$ cat config.mk
export PLATFORM = sky130hd
export DESIGN_NAME = iso_link_master_flat
export DESIGN_NICKNAME = d
export VERILOG_FILES = /design/src/rtl/iso_link_pkg.sv /design/src/rtl/iso_link_if.sv /design/src/rtl/iso_link_shreg.sv /design/src/rtl/iso_link_master.sv /design/src/flat_wrapper.sv
export SDC_FILE = /design/constraint.sdc
export NUM_CORES = 1
export LEC_CHECK = 0
export ABC_AREA = 1
export ABC_CLOCK_PERIOD_IN_PS = 2250
export BUFFER_PORTS_ARGS = -buffer_cell sky130_fd_sc_hd__buf_2
export CAP_MARGIN = 20
export CORE_MARGIN = 5
export CORE_UTILIZATION = 57
export CTS_CLUSTER_SIZE = 25
export DETAILED_ROUTE_END_ITERATION = 6
export PLACE_DENSITY = 0.83
export SLEW_MARGIN = 10
export SYNTH_ARGS = -nofsm -noshare
export SYNTH_HDL_FRONTEND = slang
export SYNTH_SLANG_ARGS = --single-unit
$ cat constraint.sdc
create_clock -name clk -period 2.25 [get_ports clk]
set_input_delay 0.1125 -clock clk [delete_from_list [all_inputs] [get_ports clk]]
set_output_delay 0.1125 -clock clk [all_outputs]
set_load 0.02 [all_outputs]
$ cat src/rtl/iso_link_pkg.sv
// Shared types and default geometry for the isolator-board serial control link.
package iso_link_pkg;

  localparam int unsigned NumBitsDef   = 8;
  localparam int unsigned ClkDivDef    = 4;
  localparam int unsigned GapCyclesDef = 4;

  typedef enum logic [2:0] {
    StIdle,
    StLoad,
    StSclkHi,
    StSclkLo,
    StLatch,
    StGap
  } state_e;

endpackage

$ cat src/rtl/iso_link_if.sv
// Host-side and lane-side signal bundle of the isolator link master.
interface iso_link_if
  import iso_link_pkg::*;
#(
  parameter int unsigned NUM_BITS = NumBitsDef
) ();

  logic                enable;
  logic [NUM_BITS-1:0] cs_n_par;
  logic [NUM_BITS-1:0] hwcon_par;
  logic [NUM_BITS-1:0] dirchan_par;
  logic [NUM_BITS-1:0] hwflag_par;
  logic                frame_done;
  logic                status_change;
  logic                busy;
  logic                sclk;
  logic                srclk;
  logic                cs_n;
  logic                hwcon;
  logic                dirchan;
  logic                hwflag;

  modport master (
    input  enable, cs_n_par, hwcon_par, dirchan, hwflag,
    output dirchan_par, hwflag_par, frame_done, status_change, busy,
    output sclk, srclk, cs_n, hwcon
  );

  modport slave (
    output enable, cs_n_par, hwcon_par, dirchan, hwflag,
    input  dirchan_par, hwflag_par, frame_done, status_change, busy,
    input  sclk, srclk, cs_n, hwcon
  );

endinterface

$ cat src/rtl/iso_link_shreg.sv
// One lane pair: MSB-first parallel-load tx shifter and shift-left rx shifter.
module iso_link_shreg #(
  parameter int unsigned Width = 8,
  parameter logic        TxRst = 1'b0
) (
  input  logic             clk_i,
  input  logic             rst_ni,
  input  logic             load_i,
  input  logic [Width-1:0] load_data_i,
  input  logic             shift_i,
  input  logic             sample_i,
  input  logic             rx_i,
  output logic             tx_o,
  output logic [Width-1:0] rx_data_o
);

  logic [Width-1:0] tx_q;
  logic [Width-1:0] rx_q;

  always_ff @(posedge clk_i or negedge rst_ni) begin
    if (!rst_ni) begin
      tx_q <= {Width{TxRst}};
      rx_q <= '0;
    end else begin
      if (load_i) begin
        tx_q <= load_data_i;
      end else if (shift_i) begin
        tx_q <= {tx_q[Width-2:0], 1'b0};
      end
      if (sample_i) begin
        rx_q <= {rx_q[Width-2:0], rx_i};
      end
    end
  end

  assign tx_o      = tx_q[Width-1];
  assign rx_data_o = rx_q;

endmodule

$ cat src/rtl/iso_link_master.sv
// Isolator serial link master: frame FSM, sclk/srclk generation, status publish.
// Define ISO_LINK_STATUS_FILTER_EN to publish rx status only after two equal frames.
module iso_link_master
  import iso_link_pkg::*;
#(
  parameter int unsigned NUM_BITS   = NumBitsDef,
  parameter int unsigned CLK_DIV    = ClkDivDef,
  parameter int unsigned GAP_CYCLES = GapCyclesDef
) (
  input logic        clk,
  input logic        reset_n,
  iso_link_if.master bus
);

  localparam int unsigned PhMax = (CLK_DIV > GAP_CYCLES) ? CLK_DIV : GAP_CYCLES;
  localparam int unsigned PhW   = $clog2(PhMax + 1);
  localparam int unsigned BitW  = $clog2(NUM_BITS + 1);

  state_e              state_q;
  logic [PhW-1:0]      phase_q;
  logic [BitW-1:0]     bit_q;
  logic                sclk_q, srclk_q, busy_q, frame_done_q, status_change_q;
  logic [NUM_BITS-1:0] dirchan_par_q, hwflag_par_q;
  logic [NUM_BITS-1:0] dir_rx, hw_rx;
  logic                ph_last, load_en, sample_en, shift_en, latch_en, publish_en;

  always_comb begin
    ph_last = 1'b0;
    unique case (state_q)
      StLoad:                     ph_last = 1'b1;
      StSclkHi, StSclkLo, StLatch: ph_last = (phase_q == PhW'(CLK_DIV - 1));
      StGap:                      ph_last = (phase_q == PhW'(GAP_CYCLES - 1));
      default:                    ph_last = 1'b0;
    endcase
    load_en   = bus.enable && ((state_q == StIdle) || ((state_q == StGap) && ph_last));
    sample_en = (state_q == StSclkHi) && ph_last;
    // Last bit stays on the lane through its low phase.
    shift_en  = sample_en && (bit_q != '0);
    latch_en  = (state_q == StSclkLo) && ph_last && (bit_q == '0);
  end

`ifdef ISO_LINK_STATUS_FILTER_EN
  logic [2*NUM_BITS-1:0] cand_q;

  always_ff @(posedge clk or negedge reset_n) begin
    if (!reset_n) begin
      cand_q <= '0;
    end else if (latch_en) begin
      cand_q <= {dir_rx, hw_rx};
    end
  end

  assign publish_en = ({dir_rx, hw_rx} == cand_q);
`else
  assign publish_en = 1'b1;
`endif

  always_ff @(posedge clk or negedge reset_n) begin
    if (!reset_n) begin
      state_q         <= StIdle;
      phase_q         <= '0;
      bit_q           <= '0;
      sclk_q          <= 1'b0;
      srclk_q         <= 1'b0;
      busy_q          <= 1'b0;
      frame_done_q    <= 1'b0;
      status_change_q <= 1'b0;
      dirchan_par_q   <= '0;
      hwflag_par_q    <= '0;
    end else begin
      frame_done_q    <= 1'b0;
      status_change_q <= 1'b0;
      if (ph_last || (state_q == StIdle)) begin
        phase_q <= '0;
      end else begin
        phase_q <= phase_q + 1'b1;
      end
      unique case (state_q)
        StIdle: begin
          if (load_en) begin
            state_q <= StLoad;
            busy_q  <= 1'b1;
            bit_q   <= BitW'(NUM_BITS - 1);
          end
        end
        StLoad: begin
          state_q <= StSclkHi;
          sclk_q  <= 1'b1;
        end
        StSclkHi: begin
          if (ph_last) begin
            state_q <= StSclkLo;
            sclk_q  <= 1'b0;
          end
        end
        StSclkLo: begin
          if (latch_en) begin
            state_q      <= StLatch;
            srclk_q      <= 1'b1;
            frame_done_q <= 1'b1;
            if (publish_en) begin
              dirchan_par_q   <= dir_rx;
              hwflag_par_q    <= hw_rx;
              status_change_q <= ({dir_rx, hw_rx} != {dirchan_par_q, hwflag_par_q});
            end
          end else if (ph_last) begin
            state_q <= StSclkHi;
            sclk_q  <= 1'b1;
            bit_q   <= bit_q - 1'b1;
          end
        end
        StLatch: begin
          if (ph_last) begin
            state_q <= StGap;
            srclk_q <= 1'b0;
          end
        end
        StGap: begin
          if (load_en) begin
            state_q <= StLoad;
            bit_q   <= BitW'(NUM_BITS - 1);
          end else if (ph_last) begin
            state_q <= StIdle;
            busy_q  <= 1'b0;
          end
        end
        default: state_q <= StIdle;
      endcase
    end
  end

  iso_link_shreg #(
    .Width (NUM_BITS),
    .TxRst (1'b1)
  ) u_cs_lane (
    .clk_i       (clk),
    .rst_ni      (reset_n),
    .load_i      (load_en),
    .load_data_i (bus.cs_n_par),
    .shift_i     (shift_en),
    .sample_i    (sample_en),
    .rx_i        (bus.dirchan),
    .tx_o        (bus.cs_n),
    .rx_data_o   (dir_rx)
  );

  iso_link_shreg #(
    .Width (NUM_BITS),
    .TxRst (1'b0)
  ) u_hw_lane (
    .clk_i       (clk),
    .rst_ni      (reset_n),
    .load_i      (load_en),
    .load_data_i (bus.hwcon_par),
    .shift_i     (shift_en),
    .sample_i    (sample_en),
    .rx_i        (bus.hwflag),
    .tx_o        (bus.hwcon),
    .rx_data_o   (hw_rx)
  );

  assign bus.sclk          = sclk_q;
  assign bus.srclk         = srclk_q;
  assign bus.busy          = busy_q;
  assign bus.frame_done    = frame_done_q;
  assign bus.status_change = status_change_q;
  assign bus.dirchan_par   = dirchan_par_q;
  assign bus.hwflag_par    = hwflag_par_q;

endmodule
$ cat src/flat_wrapper.sv
// flat-port wrapper written by rule: the top's interface ports become plain ports
module iso_link_master_flat import iso_link_pkg::*;
#(
  parameter int unsigned NUM_BITS   = NumBitsDef,
  parameter int unsigned CLK_DIV    = ClkDivDef,
  parameter int unsigned GAP_CYCLES = GapCyclesDef
)
  (clk, reset_n, bus_enable, bus_cs_n_par, bus_hwcon_par, bus_dirchan, bus_hwflag, bus_dirchan_par, bus_hwflag_par, bus_frame_done, bus_status_change, bus_busy, bus_sclk, bus_srclk, bus_cs_n, bus_hwcon);
  iso_link_if #(.NUM_BITS(NUM_BITS)) bus_i ();
  input logic clk;
  input logic reset_n;
  input wire logic [$bits(bus_i.enable)-1:0] bus_enable;
  input wire logic [$bits(bus_i.cs_n_par)-1:0] bus_cs_n_par;
  input wire logic [$bits(bus_i.hwcon_par)-1:0] bus_hwcon_par;
  input wire logic [$bits(bus_i.dirchan)-1:0] bus_dirchan;
  input wire logic [$bits(bus_i.hwflag)-1:0] bus_hwflag;
  output wire logic [$bits(bus_i.dirchan_par)-1:0] bus_dirchan_par;
  output wire logic [$bits(bus_i.hwflag_par)-1:0] bus_hwflag_par;
  output wire logic [$bits(bus_i.frame_done)-1:0] bus_frame_done;
  output wire logic [$bits(bus_i.status_change)-1:0] bus_status_change;
  output wire logic [$bits(bus_i.busy)-1:0] bus_busy;
  output wire logic [$bits(bus_i.sclk)-1:0] bus_sclk;
  output wire logic [$bits(bus_i.srclk)-1:0] bus_srclk;
  output wire logic [$bits(bus_i.cs_n)-1:0] bus_cs_n;
  output wire logic [$bits(bus_i.hwcon)-1:0] bus_hwcon;
  assign bus_i.enable = bus_enable;
  assign bus_i.cs_n_par = bus_cs_n_par;
  assign bus_i.hwcon_par = bus_hwcon_par;
  assign bus_i.dirchan = bus_dirchan;
  assign bus_i.hwflag = bus_hwflag;
  assign bus_dirchan_par = bus_i.dirchan_par;
  assign bus_hwflag_par = bus_i.hwflag_par;
  assign bus_frame_done = bus_i.frame_done;
  assign bus_status_change = bus_i.status_change;
  assign bus_busy = bus_i.busy;
  assign bus_sclk = bus_i.sclk;
  assign bus_srclk = bus_i.srclk;
  assign bus_cs_n = bus_i.cs_n;
  assign bus_hwcon = bus_i.hwcon;
  iso_link_master #(.NUM_BITS(NUM_BITS), .CLK_DIV(CLK_DIV), .GAP_CYCLES(GAP_CYCLES)) u_core (.clk(clk), .reset_n(reset_n), .bus(bus_i));
endmodule
Yosys cells after proc, flatten, opt, wreduce, memory -nomap -nowiden --
Index checks and enable logic that the tools add are counted.
Cells by class: equality and inequality tests 18, multiplexer cells 31, reduce and logical (&&, ||, !) cells 24, add/sub/neg operators 2
Operators by type and width (count):
- 2-to-1 mux 8 bit | 4
- 2-to-1 mux 3 bit | 8
- one-hot mux 3 bit (6 select lines) | 1
- != test 16 bit | 1
- != test 2 x 1 -> 1 bit (second input constant) | 7
- 2-to-1 mux 4 bit | 3
- AND reduction 4 bit | 3
- 2-to-1 mux 1 bit | 10
- equality test 3 x 2 -> 1 bit (second input constant) | 3
- one-hot mux 4 bit (2 select lines) | 1
- nonzero test 2 bit | 4
- equality test 3 bit (second input constant) | 2
- logical AND 1 bit | 6
- != test 3 x 1 -> 1 bit (second input constant) | 2
- one-hot mux 1 bit (2 select lines) | 3
- AND reduction 5 bit | 1
- logical NOT 4 bit | 1
- != test 2 bit (second input constant) | 2
- nonzero test 4 bit | 1
- OR reduction 4 bit | 1
- subtractor 4 x 1 -> 4 bit (second input constant) | 1
- adder 3 x 1 -> 3 bit (second input constant) | 1
- equality test 3 x 1 -> 1 bit (second input constant) | 1
- logical NOT 3 bit | 1
- 6 further kinds | 7
Storage, ports and cells: register bits 63

Depth between registers and ports, before layout --
Gate-level depths: netlist (run 1).
depth after elaboration 8, mapped depth 11, mapped depth without buffers 9

Modules after synthesis --
A second synthesis (run 1) with hierarchy kept.
Unflattened totals: cells, all modules 378, area total of the unflattened synthesis 3126.7 um2
Modules (own cells, without submodules):
- iso_link_master | area an instance 1762.9 um2, sequential area each 775.7 um2, cells an instance 232, times used 1
- iso_link_shreg (u_core.u_cs_lane) | area an instance 686.9 um2, sequential area each 410.4 um2, cells an instance 73, times used 1
- iso_link_shreg (u_core.u_hw_lane) | area an instance 676.9 um2, sequential area each 400.4 um2, cells an instance 73, times used 1

Least setup slack after synthesis (run 1) --
OpenSTA, ideal clock, no wires.
kind reg-to-reg, from register u_core.phase_q[0], to register u_core.bit_q[2], cell stages (with the launch flop) 10, buffers on the path 1, path slack 0.657 ns, period minus slack after synthesis 1.593 ns, arrival time 1.477 ns, cell sequence dfrtp_1 > ha_1 > ha_1 > buf_4 > nand4_1 > nor2_1 > nor2_1 > nand2_1 > nand2_1 > nand2_1
On the way: longest elaborated chain between the ends 7, elaborated cells between the ends (all ways) 11, classes of those cells 4 x eq/ne; 1 x mux; 6 x reduce/logical
RTL lines:
- from (decl) | line iso_link_master.sv:20 | logic [PhW-1:0] phase_q;
- from (signal assigned) | line iso_link_master.sv:76 | phase_q <= phase_q + 1'b1;
- equality test 3 x 2 -> 1 bit * | line iso_link_master.sv:31, iso_link_master.sv:32
- one-hot mux 1 bit (2 select lines) * | line iso_link_master.sv:29 | unique case (state_q)
- logical AND 1 bit | line iso_link_master.sv:35 | load_en = bus.enable && ((state_q == StIdle) || ((state_q == StGap) && ph_last));
- logical OR 1 bit | line iso_link_master.sv:35
- logical AND 1 bit | line iso_link_master.sv:35
- != test 2 x 1 -> 1 bit (no line)
- AND reduction 4 bit (no line) *
- to (signal assigned) | line iso_link_master.sv:83 | bit_q <= BitW'(NUM_BITS - 1);
- to (signal assigned) | line iso_link_master.sv:109 | bit_q <= bit_q - 1'b1;
- to (signal assigned) | line iso_link_master.sv:121 | bit_q <= BitW'(NUM_BITS - 1);
- to (decl) | line iso_link_master.sv:21 | logic [BitW-1:0] bit_q;
Every way passes the cells marked *; elsewhere a longest branch is shown, timed or not. A chain may end at the register's enable or synchronous reset.

Final worst setup path (run 1) --
Same ends and word-level chain as after synthesis.

==> metrics.txt, run 1 <==
Pre-Repair DR Iteration Count 5; fin. max-slew vios 0; Root Buffer clkbuf_8; worst skew pair latency 0.34 ns; Clock Skews 0.00929 ns; WL final 6290 µm; buffers from clock root to sink, at most 2; GR Overflow Total 0; Final WS setup 0.360 ns; Remaining DRCs 0; sw power about 1.8 mW; mapped cell area 3130 µm²; placed cell count 503; Final setup viols 0; Hold Path End u_core.u_cs_lane.tx_q[0]; total negative setup slack 0 ns; first-pass GRT wire length 11200 µm; IO Count 44; Netlist cell types 27; sw frac 0.377; unrepaired setup endpoints after global routing no; Tot Pwr 4.72 mW; outcome finished clean; Core Box Area ~5400 µm²; Worst R2R Path Depth 9; ANT cells 0; Req. time, crit path 2.48 ns; DRT iter0 DRCs 149; clock sinks 63; HP Class primary input to register; share of post-route cells with drive strength above 1 0.178; Post-Layout Cell Count 521; critical path fanouts, max 8; Clk pin slew, worst setup/hold paths 0.07 ns; placed cell areas around 3400 µm²; Gate Count Post-Synth approximately 400; Critical Path Slowest Stage Cell dfrtp_1; Routed WL per cell 12.1 µm; Max-Cap Viols 0; vias in the first global route 2577; WHS 0.0188 ns; crit path capture type register; WP data arrival 2.12 ns; Port-buffer cells 43; post-DR vias/cell 4.97; gp weighted congestion around 0.9; Final Net Count 471; final hold viol count 0; Worst Setup SP u_core.phase_q[0]; Placement Setup Slack about 0.38 ns; clock power share 0.250; syn avg cell area a little under 8 µm²; Synth Register Bits 63; LEAKAGE 1.96 nW; r2r setup slk roughly 0.36 ns; max_slew headroom 0.612; Ys Warns 0; hold buffers post-CTS 4; maximum clock frequency 0.529 GHz; Initial Utilization 0.578; peak supply drop 0.789 mV; row count 27; hold_sp bus_cs_n_par[0]; Worst Setup Start Kind register; Logic pwr share 0.349; P_int 2.94 mW; worst r2r dst u_core.bit_q[2]; R2R Path Start u_core.phase_q[0]; WHS Path Cells 3; final core area utilization 0.678; Crit Path Class register to register; Antenna Nets Post-Route 0; most frequent CP cell nand2_1; min Tclk post-route 1.89 ns; Seq/Total Area, Yosys 0.507; Worst Max-Slew Pin Slew about 0.58 ns; H-tree depth 3; total CTS buffers 9; post-route cell area 3660 µm²; # Post-CTS Setup Buffers 0; slowest stage delay, CP 0.35 ns; Area Overhead vs Synth 17.1%; Resized Gates After CTS 0; initial antenna violation count 0; routed via count 2587; syn_nets 422; Seq pwr share 0.402; hpwl dp 4470 µm; DIE WIDTH 84.1 µm; GRT Util Overall 0.197; pin count of the biggest net entering global routing 40; worst-path cell chain ha_1 -> ha_1 -> inv_1 -> nand2_1 -> nor2_1 -> nor2_1 -> nand2_1 -> nand2_1 -> nand2_1; total die area 7070 µm²; PwrDens 1290 nW/µm²; fin crit share 0.840; CTS tree done; DIE HEIGHT approximately 84 µm
layout by cell type (no fill, tap or decap), drive strengths merged:
master       netlist  routed
a21oi              3       3
a31oi              1       1
buf                9      47
bufinv             0       3
clkbuf             4      10
clkinv             1       2
dfrtp             55      55
dfstp              8       8
dlygate4sd3        0       4
ha                 4       4
inv               52      52
nand2            161     161
nand3             22      22
nand4              6       6
nor2              23      23
nor3               1       1
o2111ai            1       1
o21ai             35      35
xnor2             11      11
power by group through the flow:
stage	Combinational, mW	Sequential, mW	Clock (mW)
after floorplan	1.16	1.96	0
after global placement	1.58	1.89	0
after detailed placement	1.65	1.91	0
after CTS	1.67	1.89	1.19
after global routing	1.93	1.96	1.25
final	1.65	1.90	1.18
sequential cells by signal, indices dropped and copies added, names as in the netlist:
register                    flops
u_core.u_cs_lane.tx_q           8
u_core.bus.hwflag_par           8
u_core.u_hw_lane.rx_data_o      8
u_core.bus.sclk                 1
u_core.u_hw_lane.tx_q           8
u_core.bus.srclk                1
u_core.state_q                  3
u_core.bus.frame_done           1
u_core.bit_q                    4
u_core.phase_q                  3
u_core.u_cs_lane.rx_data_o      8
u_core.bus.dirchan_par          8
u_core.bus.busy                 1
u_core.bus.status_change        1
cells in the mapped netlist:
master / n / area [µm²]
nand2_4: 3 / 33.8
nor2_2: 1 / 6.26
nand3_4: 1 / 17.5
o21ai_0: 35 / 175
a21oi_1: 3 / 15.0
nand2_1: 157 / 589
inv_1: 49 / 184
o2111ai_1: 1 / 8.76
inv_2: 3 / 11.3
dfstp_2: 8 / 210
clkbuf_1: 3 / 11.3
clkbuf_2: 1 / 5.00
nor3_1: 1 / 5.00
clkinv_4: 1 / 8.76
nand3_1: 21 / 105
buf_6: 2 / 22.5
ha_1: 4 / 50.1
nand2_2: 1 / 6.26
nor2_1: 21 / 78.8
dfrtp_1: 55 / 1380
xnor2_1: 11 / 96.3
buf_4: 5 / 37.5
buf_1: 1 / 3.75
nor2_8: 1 / 20.0
a31oi_1: 1 / 6.26
buf_2: 1 / 5.00
nand4_1: 6 / 37.5
area by class of cell:
class / count / area (µm²)
clock inverter: 4 / 95.1
multi-input combinational: 268 / 1250
timing repair buffer: 51 / 298
fill: 472 / 1740
inverter: 53 / 204
clock buffer: 10 / 138
sequential: 63 / 1590
tap: 72 / 90.1
worst max-delay path by stage:
stage | slack, ns | end | depth (start not counted)
floorplan | 0.66 | u_core.bit_q[2] | 9
global placement | 0.45 | u_core.bit_q[1] | 9
detailed placement | 0.38 | u_core.bit_q[2] | 9
CTS | 0.36 | u_core.bit_q[2] | 9
global route | 0.15 | u_core.bit_q[2] | 9
finish | 0.36 | u_core.bit_q[2] | 9
kinds of logic after synthesis:
kind of cell,share of synthesized area
and+or+nand+nor,0.288
DFF,0.507
adders and majority gates,0.0160
AOI/OAI and AO/OA,0.0656
xor gates and xnor gates,0.0308
buffers and inverters,0.0924
critical path: cells and delay by family (launching register included):
family | cells | cell delay, ns
adders and majority gates | 2 | 0.50
buffers and inverters | 1 | 0.17
DFF | 1 | 0.35
and+or+nand+nor | 6 | 0.76
per-layer routing:
metal,up-vias,wire (µm),track usage
li1,1312,-,-
met1,1205,2820,0.240
met2,52,3010,0.322
met3,18,310,0.0533
met4,0,158,0.0965
met5,-,0,0
Power figures use the tool's default switching activity.
==> run 2, diff against run 1 <==
ABC_CLOCK_PERIOD_IN_PS = 1700   (was 2250)
CORE_UTILIZATION = 51   (was 57)
PLACE_DENSITY = 0.79   (was 0.83)
clock period = 1.7 ns   (was 2.25 ns; I/O delays follow)
==> metrics.txt, run 2 (synthesis results as in run 1) <==
outcome finished clean; unrepaired setup endpoints after global routing yes; peak supply drop roughly 0.75 mV; most frequent cells in the layout 155 x nand2_1, 55 x dfrtp_1, 49 x inv_1; min Tclk post-route 1.58 ns; max_slew headroom 0.700; Port-buffer cells 43; fin. max-slew vios 0; Remaining DRCs 0; initial antenna violation count 0; Register Area 1590 µm²; final hold viol count 0; GR Overflow Total 0; Worst Setup Start Kind register; post-DR vias/cell 4.94; most common cell after layout, fill and taps aside nand2_1; gp weighted congestion 0.892; vias in the first global route 2510; placed cell count between 500 and 600; Max-Cap Viols 0; HP Class primary input to register; Hold Path End u_core.u_cs_lane.tx_q[3]; routed via count 2650; PwrDens roughly 1600 nW/µm²; r2r setup slk 0.12 ns; Initial Utilization 0.525; hpwl dp 4660 µm; H-tree depth 3; DRT iter0 DRCs 196; DIE WIDTH about 88 µm; WHS Path Cells 5; worst r2r dst u_core.bus.hwflag_par[6]; first-pass GRT wire length 11300 µm; Area Overhead vs Synth 19.2%; Core Box Area 5960 µm²; Worst Max-Slew Pin Slew 0.450 ns; GRT Util Overall 0.187; share of post-route cells with drive strength above 1 0.204; row count 28; # Post-CTS Setup Buffers 0; Final Net Count 481; Clock Skews 0.0106 ns; total CTS buffers 9; filler instances 510; Worst R2R Path Depth 8; Antenna Nets Post-Route 0; hold_sp bus_cs_n_par[3]; Final setup viols 0; Clk pin slew, worst setup/hold paths roughly 0.070 ns; buffers from clock root to sink, at most 2; Root Buffer clkbuf_8; fin crit share 0.930; Routed WL per cell between 10 and 15 µm; WP data arrival 1.80 ns; Req. time, crit path 1.92 ns; Pre-Repair DR Iteration Count 4; clock sinks 63; maximum clock frequency 0.632 GHz; DIE HEIGHT 88.3 µm; Crit Path Class register to register; total negative setup slack 0 ns; Post-Layout Cell Count 536; worst skew pair latency 0.34 ns; R2R Path Start u_core.phase_q[0]; IO Count 44; ANT cells 0; area occupied by multi-input gates 1280 µm²; critical path fanouts, max 15; LEAKAGE between 1.5 and 2 nW; WL final around 6600 µm; total die area around 7800 µm²; CTS tree done; crit path capture type register; pin count of the biggest net entering global routing 46
run 2: changes by cell type in the layout (fill, tap and decap cells not counted), moves of 2 or more:
cell,previous run,this run
nand2_1,157,155
bufinv_16,3,0
clkinvlp_4,0,2
nand2_2,1,3
buf_4,3,11
run 2: report_power, final:
group | leakage [nW] | total [mW] | switching [mW] | internal, mW
clock network | 0.0853 | 1.15 | 0.587 | 0.566
registers | 0.791 | 2.52 | 0.415 | 2.10
logic | 1.11 | 2.35 | 1.43 | 0.920
run 2: worst max path at each step:
stage	from	endpoint	slack, ns	cells after the start
final	u_core.phase_q[0]	u_core.bus.hwflag_par[6]	0.12	8
after global routing	u_core.phase_q[0]	u_core.bit_q[0]	-0.01	9
after CTS	u_core.phase_q[0]	u_core.bit_q[0]	0.02	9
after detailed placement	u_core.phase_q[0]	u_core.bit_q[0]	-0.03	9
after global placement	u_core.phase_q[0]	u_core.bit_q[1]	0.04	9
after floorplan	u_core.phase_q[0]	u_core.bit_q[2]	0.11	9
run 2: repair_timing:
item / 4_1_cts / 5_1_grt
endpoints found under the setup margin: 4 / 21
gates resized for setup: 1 / 7
endpoints found under the hold margin: 20 / 0
hold buffers: 5 / 0
run 2: worst max-delay path: stages (launching register included):
cell and delay, ns:
dfrtp_1 0.35, ha_1 0.21, ha_4 0.20, nand4_1 0.13, inv_1 0.07, nand2_1 0.16, buf_12 0.20, nand2_1 0.06
o21ai_0 0.09
run 2: cell type report:
| class | count | share of cell area |
|---|---|---|
| multi-input combinational | 268 | 0.343 |
| clock inverter | 5 | 0.00907 |
| sequential | 63 | 0.426 |
| inverter | 53 | 0.0554 |
| clock buffer | 11 | 0.0379 |
| tap | 75 | 0.0252 |
| timing repair buffer | 61 | 0.104 |
run 2: layer usage:
| metal | routed length, µm | up-vias | track usage |
|---|---|---|---|
| met4 | 102 | 0 | 0.102 |
| met3 | 372 | 12 | 0.0484 |
| met2 | 3230 | 69 | 0.295 |
| met5 | 0 | - | 0 |
| li1 | - | 1342 | - |
| met1 | 2880 | 1227 | 0.236 |
run 2: through the flow:
step	setup WS [ns]	hold WS, ns	util	total power, mW	cell area, µm²
2_1_floorplan	0.107	-0.211	-	4.13	3130
3_3_place_gp	0.0369	0.0493	0.583	4.71	3470
3_5_place_dp	-0.0284	0.0493	0.583	4.81	3470
4_1_cts	0.0220	0.0159	0.621	6.01	3700
5_1_grt	-0.0107	0.0517	0.626	6.55	3730
6_report	0.118	0.0335	0.626	6.02	3730
